===== config.mk =====
export PLATFORM = sky130hd
export DESIGN_NAME = rst_seq
export DESIGN_NICKNAME = d
export VERILOG_FILES = /design/src/rtl/rst_seq.sv
export SDC_FILE = /design/constraint.sdc
export NUM_CORES = 1
export LEC_CHECK = 0
export BUFFER_PORTS_ARGS = -buffer_cell sky130_fd_sc_hd__buf_2
export CAP_MARGIN = 20
export CORE_ASPECT_RATIO = 1.2
export CORE_MARGIN = 4
export CORE_UTILIZATION = 25
export CTS_CLUSTER_SIZE = 14
export DETAILED_ROUTE_END_ITERATION = 16
export GPL_TIMING_DRIVEN = 0
export PLACE_DENSITY = 0.42
export SETUP_SLACK_MARGIN = 0.4
export SLEW_MARGIN = 15
export SYNTH_ARGS = -nofsm -noshare
export SYNTH_HDL_FRONTEND = slang
export SYNTH_SLANG_ARGS = --single-unit

===== constraint.sdc =====
create_clock -name clk -period 2.2 [get_ports clk]
set_input_delay 0.22 -clock clk [delete_from_list [all_inputs] [get_ports clk]]
set_output_delay 0.22 -clock clk [all_outputs]
set_load 0.02 [all_outputs]

===== src/rtl/rst_seq.sv =====
// rtl/rst_seq.sv - staggered multi-domain reset sequencer with minimum-width assertion and hold
module rst_seq #(
    parameter int N_DOM      = 3,
    parameter int ASSERT_CYC = 16,
    parameter int STAGE_GAP  = 4
) (
    input  logic             clk,
    input  logic             rst,
    input  logic             req,
    input  logic             hold,
    output logic [N_DOM-1:0] rst_n_o,
    output logic             busy,
    output logic             done
);

    localparam int CW = $clog2(ASSERT_CYC);
    localparam int GW = (STAGE_GAP > 1) ? $clog2(STAGE_GAP) : 1;
    localparam int KW = (N_DOM > 1) ? $clog2(N_DOM) : 1;

    localparam logic [CW-1:0] CNT_LAST = CW'(ASSERT_CYC - 1);
    localparam logic [GW-1:0] GAP_LAST = GW'(STAGE_GAP - 1);
    localparam logic [KW-1:0] K_LAST   = KW'(N_DOM - 1);

    typedef enum logic [1:0] {
        S_ASSERT,
        S_HOLD,
        S_RELEASE,
        S_IDLE
    } state_t;

    state_t           state_q, state_d;
    logic [CW-1:0]    cnt_q, cnt_d;
    logic [GW-1:0]    g_q, g_d;
    logic [KW-1:0]    k_q, k_d;
    logic [N_DOM-1:0] rst_n_q, rst_n_d;
    logic             done_q, done_d;
    logic             start_rel;

    // State and output registers; reset restarts a full assertion window
    always_ff @(posedge clk) begin
        if (rst) begin
            state_q <= S_ASSERT;
            cnt_q   <= '0;
            g_q     <= '0;
            k_q     <= '0;
            rst_n_q <= '0;
            done_q  <= 1'b0;
        end else begin
            state_q <= state_d;
            cnt_q   <= cnt_d;
            g_q     <= g_d;
            k_q     <= k_d;
            rst_n_q <= rst_n_d;
            done_q  <= done_d;
        end
    end

    // Next-state logic; a request overrides every other transition
    always_comb begin
        state_d   = state_q;
        cnt_d     = cnt_q;
        g_d       = g_q;
        k_d       = k_q;
        rst_n_d   = rst_n_q;
        done_d    = 1'b0;
        start_rel = 1'b0;

        case (state_q)
            S_ASSERT: begin
                rst_n_d = '0;
                cnt_d   = cnt_q + CW'(1);
                if (cnt_q == CNT_LAST) begin
                    if (hold) begin
                        state_d = S_HOLD;
                    end else begin
                        start_rel = 1'b1;
                    end
                end
            end
            S_HOLD: begin
                rst_n_d = '0;
                if (!hold) begin
                    start_rel = 1'b1;
                end
            end
            S_RELEASE: begin
                g_d = g_q + GW'(1);
                if (g_q == GAP_LAST) begin
                    rst_n_d = rst_n_q | (N_DOM'(1) << k_q);
                    g_d     = '0;
                    k_d     = k_q + KW'(1);
                    if (k_q == K_LAST) begin
                        done_d  = 1'b1;
                        state_d = S_IDLE;
                    end
                end
            end
            default: begin
                rst_n_d = '1;
            end
        endcase

        // Bit 0 leaves reset on the edge that ends assertion or hold
        if (start_rel) begin
            if (N_DOM == 1) begin
                state_d = S_IDLE;
                rst_n_d = '1;
                done_d  = 1'b1;
            end else begin
                state_d = S_RELEASE;
                rst_n_d = N_DOM'(1);
                k_d     = KW'(1);
                g_d     = '0;
            end
        end

        if (req) begin
            state_d = S_ASSERT;
            cnt_d   = '0;
            g_d     = '0;
            k_d     = '0;
            rst_n_d = '0;
            done_d  = 1'b0;
        end
    end

    assign rst_n_o = rst_n_q;
    assign done    = done_q;
    assign busy    = ~&rst_n_q;

endmodule


==> results.yml, run 1 <==
run_status:
  outcome: "finished, final reports clean"
timing:
  setup_viol: 0
  rsz0062_at_grt: "false"
  layout_setup_ws_ns: 0.842
  worst_slew_pin_slew_ns: 0.415
  hold_ws_ns: 0.256
  relSlewSlack: 0.722
  final_max_slew_viol_count: 0
  finalClockSkew_ns: 0.00244
  hold_viol_final: 0
  fin_setup_tns_ns: 0
  fmax_mhz: 737
  period_share: 0.617
  fin_crit_ns: 1.36
placed_design:
  io_buffers: 8
  dp.cells: 111
  place.gp.congestion: 0.659
  dpl.hpwl_um: 936
  dp_slack_ns: 0.823
  place_area_sq_um: 726
detailed_routing:
  via_per_inst: 4.54
  vias: 517
  final_antenna_net_count: 0
  route.detailed.drc: 0
  drt_wl_total_um: 1240
  dr.pass1.iters: 3
  drtIter0Drc: 2
  wire_per_inst_um: 10.9
floorplan:
  ioPinCount: 9
  start_util: 0.272
  fp.dieW_um: 54.4
  coreArea_sq_um: 2380
  num_rows: 19
  dieArea_sq_um: 3470
  die_h_um: 63.7
grt:
  grt_util_all_layers: 0.0857
  grt_pass1_wl_um: 2170
  antenna_found_initial: 0
  grt_pass1_vias: 489
  grt_remaining_overflow: 0
  grt_max_degree: 11
clock_tree:
  ctsRootBufferMaster: "clkbuf_4"
  clk_pin_slew_ns: 0.08
  htree_levels: 1
  cts_tree: "done"
  cts_made_buffers: 3
  clkSinkCount: 14
  clk_latency_ns: 0.27
  post_cts_resized: 0
  ctsLongestPathBuffers: 2
  hold_buffers: 0
  postCtsSetupBuffers: 0
layout:
  layout_commonest_cell: "dfxtp_1"
  antenna_cells: 0
  final_area_sq_um: 748
  syn2layout_area_growth_pct: 15.7
  finalNetCount: 94
  mostFrequentLayoutCells: "14 x dfxtp_1, 11 x buf_2, 11 x nor2_1"
  nFillCells: 247
  layout-drive-gt1-share: 0.181
  stdcell_count: 114
pwr:
  powerDensity_nw_per_um2: 552
  pwr-share-seq: 0.621
  ir_drop_mv: 0.225
  p_comb_frac: 0.039
  p_clk_frac: 0.340
  p_leak_nw: 0.296
  switchingPower_uw: 87.1
  p_int_uw: 326
  switching_share: 0.211
synthesis:
  synth-seq-cells: 14
  synth_compound_area_frac: 0.151
  synthCells: 72
  synth_fp_nets: 81
  yosys.area_share.simple: 0.209
  syn_area_sq_um: 647
  synthDistinctLibCells: 25
  yosys-mux-area-fraction: 0.0309
  synth_fa_ha_area_frac: 0.0967
  yosysSeqAreaShare: 0.433
  synth_top_family_by_area: "simple AND/OR/NAND/NOR gates"
  synth.avg_cell_area_sq_um: 8.98
  synth_xor_area_frac: 0.0271
  yosysWarningCount: 0
worst_setup_path:
  cp_slowest_cell: "a311oi_1"
  cp-end-kind: "register"
  arrival_ns: 1.52
  cpPeakStageDelay_ns: 0.43
  start_kind: "register"
  critPathBufInv: 0
  crit_type: "register to register"
  path_cells: "ha_1 -> a311oi_1 -> nor3_1 -> a21boi_1"
  crit_family: "compound AO/OA/AOI/OAI gates"
  worstPathRequired_ns: 2.37
  path_max_fanout: 3
worst_hold_path:
  hold_class: "input pin to register"
flow_run:
  drv_cap: 0
## metal layers
metal | vias to the layer above | routed length (um) | track usage
met4 | 0 | 13 | 0.0467
met5 | - | 0 | 0
met3 | 2 | 68 | 0.0212
met2 | 11 | 553 | 0.121
met1 | 228 | 605 | 0.116
li1 | 276 | - | -
## registers in the layout, indices dropped and copies added, names as in the netlist
name	flops
g_q	2
done	1
k_q	2
cnt_q	4
state_q	2
rst_n_o	3
## stage by stage
step	utilization	total power, mW
4_1_cts	0.315	0.424
3_5_place_dp	0.305	0.279
2_1_floorplan	-	0.273
3_3_place_gp	0.305	0.279
5_1_grt	0.315	0.438
6_report	0.315	0.413
## path summary, 6_finish.rpt
kind,start,end,slack [ns],cells past startpoint
setup / recovery,cnt_q[0],rst_n_o[0],0.84,4
hold / removal,hold,state_q[0],0.26,3
setup reg to reg,cnt_q[0],rst_n_o[0],0.84,4
hold reg to reg,cnt_q[1],cnt_q[1],0.48,2
## worst register-to-register path, cell delays in order (launching register included)
cell      delay [ns]
dfxtp_1         0.34
ha_1            0.23
a311oi_1        0.43
nor3_1          0.11
a21boi_1        0.14
## cells in the mapped netlist
master     instances  share of area
dfxtp_1           14           0.43
nor2_1            11          0.064
nand2_1            7          0.041
a21oi_1            5          0.039
ha_1               5          0.097
buf_2              3          0.023
nand3_1            3          0.023
inv_1              2          0.012
mux2i_1            2          0.031
nor2b_1            2          0.019
o211ai_1           2          0.023
or2_1              2          0.019
xnor2_1            2          0.027
a2111oi_1          1          0.015
a211oi_1           1          0.012
a21boi_1           1          0.012
a311oi_1           1          0.014
a31oi_1            1         0.0097
buf_6              1          0.017
nand3b_1           1          0.012
nor3_1             1         0.0077
nor3b_1            1          0.012
o211a_1            1          0.015
o31ai_1            1          0.012
or4_1              1          0.012
## power groups by stage
stage | registers [mW] | clock network (mW) | logic (mW)
finish | 0.257 | 0.141 | 0.0161
global route | 0.257 | 0.162 | 0.0191
CTS | 0.257 | 0.151 | 0.0164
detailed placement | 0.263 | 0 | 0.0163
global placement | 0.262 | 0 | 0.0163
floorplan | 0.262 | 0 | 0.0106
## cells by family after synthesis
family | after synthesis
and+or+nand+nor | 29
AOI/OAI and AO/OA | 14
DFF | 14
buffers and inverters | 6
adders and majority gates | 5
xor gates and xnor gates | 2
muxes | 2
## layout make-up
cell class / count / area (sq um) / share of cell area
clock buffer: 3 / 22.5 / 0.0301
timing repair buffer: 8 / 40.0 / 0.0535
tap: 31 / 38.8 / 0.0518
sequential: 14 / 280 / 0.375
multi-input combinational: 52 / 333 / 0.445
buffer: 4 / 26.3 / 0.0351
inverter: 2 / 7.51 / 0.0100
Note: power is estimated with default switching activity, not from simulation.
==> run 2: changes to the inputs <==
--- a/config.mk
+++ b/config.mk
@@ -5,6 +5,7 @@
 export SDC_FILE = /design/constraint.sdc
 export NUM_CORES = 1
 export LEC_CHECK = 0
+export ABC_AREA = 1
 export BUFFER_PORTS_ARGS = -buffer_cell sky130_fd_sc_hd__buf_2
 export CAP_MARGIN = 20
 export CORE_ASPECT_RATIO = 1.2
==> constraint.sdc (replaced) <==
create_clock -name clk -period 1.3 [get_ports clk]
set_input_delay 0.13 -clock clk [delete_from_list [all_inputs] [get_ports clk]]
set_output_delay 0.13 -clock clk [all_outputs]
set_load 0.02 [all_outputs]
==> run 2 against run 1 <==
Sequential power increased by 66%. Global-route usage up 1.4 points. Sequential cell count unchanged. Largest cell class unchanged. Largest power group unchanged.
==> results.yml, run 2 <==
grt:
  grt_pass1_vias: 678
  grt_pass1_wl_um: 2930
  grt_max_degree: 9
  grt_util_all_layers: 0.0998
  antenna_found_initial: 0
  grt_remaining_overflow: 0
synthesis:
  synth_area_leaders: "dfxtp_1 39%, nand2_1 13%, ha_1 8.8%"
  synth.avg_cell_area_sq_um: 7.33
  synth_edf_count: 0
  ys_async_sr_fraction: 0
  yosysWarningCount: 0
  synth.most_common_cell: "nand2_1"
  syn_area_sq_um: 711
  synth_top_area_frac: 0.394
  synth_fp_nets: 106
  synthDistinctLibCells: 19
  synth_commonest_cells: "24 x nand2_1, 14 x dfxtp_1, 13 x nor2_1, 10 x inv_1, 7 x a21oi_1"
  yosys.area.top_type: "dfxtp_1"
  yosysSeqAreaShare: 0.394
  synthCells: 97
  synthFlopType: "dfxtp_1"
  synth-seq-cells: 14
pwr:
  pwr-share-seq: 0.540
  switchingPower_uw: 179
  ir_drop_mv: 0.503
  p_comb_frac: 0.050
  p_int_uw: 611
  p_leak_nw: 0.419
  powerDensity_nw_per_um2: 737
  power_uw: 790
  switching_share: 0.227
  p_clk_frac: 0.409
floorplan:
  dieArea_sq_um: 3760
  fp.dieW_um: 56.7
  start_util: 0.270
  num_rows: 20
  ioPinCount: 9
  coreArea_sq_um: 2630
  die_h_um: 66.4
worst_setup_path:
  crit_family: "flip-flops"
  arrival_ns: 1.25
  critPathMostFrequentCell: "nand3_1"
  path_max_fanout: 3
  path_cells: "buf_4 -> ha_1 -> nand2_2 -> nand3_1 -> nand3_1 -> a21oi_2"
  start_kind: "register"
  critPathBufInv: 1
  cp_slowest_cell: "dfxtp_2"
  cpPeakStageDelay_ns: 0.33
  worstPathRequired_ns: 1.48
  crit_type: "register to register"
  cp-end-kind: "register"
layout:
  antenna_cells: 0
  layout_commonest_cell: "nand2_1"
  layout-drive-gt1-share: 0.543
  largest_reg_flops: 4
  finalNetCount: 126
  nFillCells: 270
  syn2layout_area_growth_pct: 50.9
  mostFrequentLayoutCells: "19 x nand2_1, 10 x nor2_1, 8 x inv_1, 8 x dfxtp_2, 7 x buf_4"
  top_register: "cnt_q"
clock_tree:
  clk_latency_ns: 0.28
  cts_tree: "done"
  clk_pin_slew_ns: 0.09
  ctsLongestPathBuffers: 2
  clkSinkCount: 14
  htree_levels: 1
  ctsRootBufferMaster: "clkbuf_4"
  cts_made_buffers: 3
  hold_buffers: 0
timing:
  fmax_mhz: 939
  worst_slew_pin_slew_ns: 0.264
  hold_viol_final: 0
  fin_setup_tns_ns: 0
  rsz0062_at_grt: "true"
  setup_viol: 0
  final_max_slew_viol_count: 0
  fin_crit_ns: 1.07
  finalClockSkew_ns: 0.00117
  relSlewSlack: 0.824
  period_share: 0.819
placed_design:
  place.gp.congestion: 0.722
  io_buffers: 8
  dpl.hpwl_um: 1130
flow_run:
  drv_cap: 0
detailed_routing:
  drt_wl_total_um: 1620
  drtIter0Drc: 11
  wire_per_inst_um: 10.8
  via_per_inst: 4.41
  final_antenna_net_count: 0
  dr.pass1.iters: 2
  route.detailed.drc: 0
  vias: 657
run_status:
  outcome: "finished, final reports clean"
worst_hold_path:
  hold_class: "input pin to register"
## run 2: cell count changes in the layout (fill, tap and decap cells not counted), sizes merged, moves of 2 or more
cell | previous run | this run
o21ai | 0 | 3
nor2 | 11 | 17
inv | 2 | 12
mux2i | 2 | 0
a21oi | 5 | 8
o211ai | 2 | 0
or2 | 2 | 0
nand2 | 7 | 26
nor3 | 1 | 3
buf | 12 | 16
nor2b | 2 | 0
xnor2 | 2 | 0
nand3 | 3 | 7
## run 2: power by group through the flow
stage / clock [mW] / sequential (mW) / combinational [mW]
final: 0.323 / 0.427 / 0.0398
after global routing: 0.353 / 0.427 / 0.0444
after CTS: 0.335 / 0.431 / 0.0385
after detailed placement: 0 / 0.446 / 0.0308
after global placement: 0 / 0.446 / 0.0304
after floorplan: 0 / 0.445 / 0.0203
## run 2: layer usage
metal | routed length (um) | GRT usage
met5 | 0 | 0
met4 | 27 | 0.0623
met3 | 44 | 0.0176
met2 | 788 | 0.162
met1 | 755 | 0.121
## run 2: through the flow
step                      hold WS (ns)  instance area (sq um)  cells   util  setup slack, ns
after floorplan                  0.295                    751     97      -            0.339
after global placement           0.413                    832    138  0.317            0.231
after detailed placement         0.414                    832    138  0.317            0.227
after CTS                        0.121                   1010    148  0.384            0.273
after global routing             0.132                   1070    149  0.408            0.200
final                            0.122                   1070    149  0.408            0.235
## run 2: tightest hold or removal path, stage by stage
cell	delay [ns]
buf_2	0.08
nor2_2	0.06
nand2_1	0.06
nor2_1	0.03
## run 2: cell type report
| class | count | area, sq um | area share |
|---|---|---|---|
| Inverter | 12 | 55.1 | 0.0513 |
| Timing Repair Buffer | 15 | 124 | 0.116 |
| Tap cell | 33 | 41.3 | 0.0385 |
| Buffer | 1 | 15.0 | 0.0140 |
| Clock buffer | 4 | 36.3 | 0.0338 |
| Multi-Input combinational cell | 70 | 495 | 0.462 |
| Sequential cell | 14 | 305 | 0.285 |
## run 2: timing repair
item	in CTS	in global routing
resized for setup	29	17
pin swaps	7	13
buffers inserted	6	1
endpoints found under the setup margin	18	19
## run 2: worst paths after layout
| check | from | end | slack [ns] | cells past startpoint |
|---|---|---|---|---|
| min | rst | cnt_q[3] | 0.12 | 4 |
| max reg2reg | k_q[1] | state_q[0] | 0.23 | 6 |
| max | k_q[1] | state_q[0] | 0.23 | 6 |
| min reg2reg | g_q[1] | g_q[1] | 0.49 | 2 |
## run 2: cells by family (layout without fill, tap and decap cells)
group | after synthesis | in the layout | synth area share
AO/OA/AOI/OAI | 11 | 11 | 0.0827
adder cells (fa/ha/maj) | 5 | 5 | 0.0880
buffers and inverters | 13 | 32 | 0.0863
flip-flops | 14 | 14 | 0.394
AND/OR/NAND/NOR | 54 | 54 | 0.349
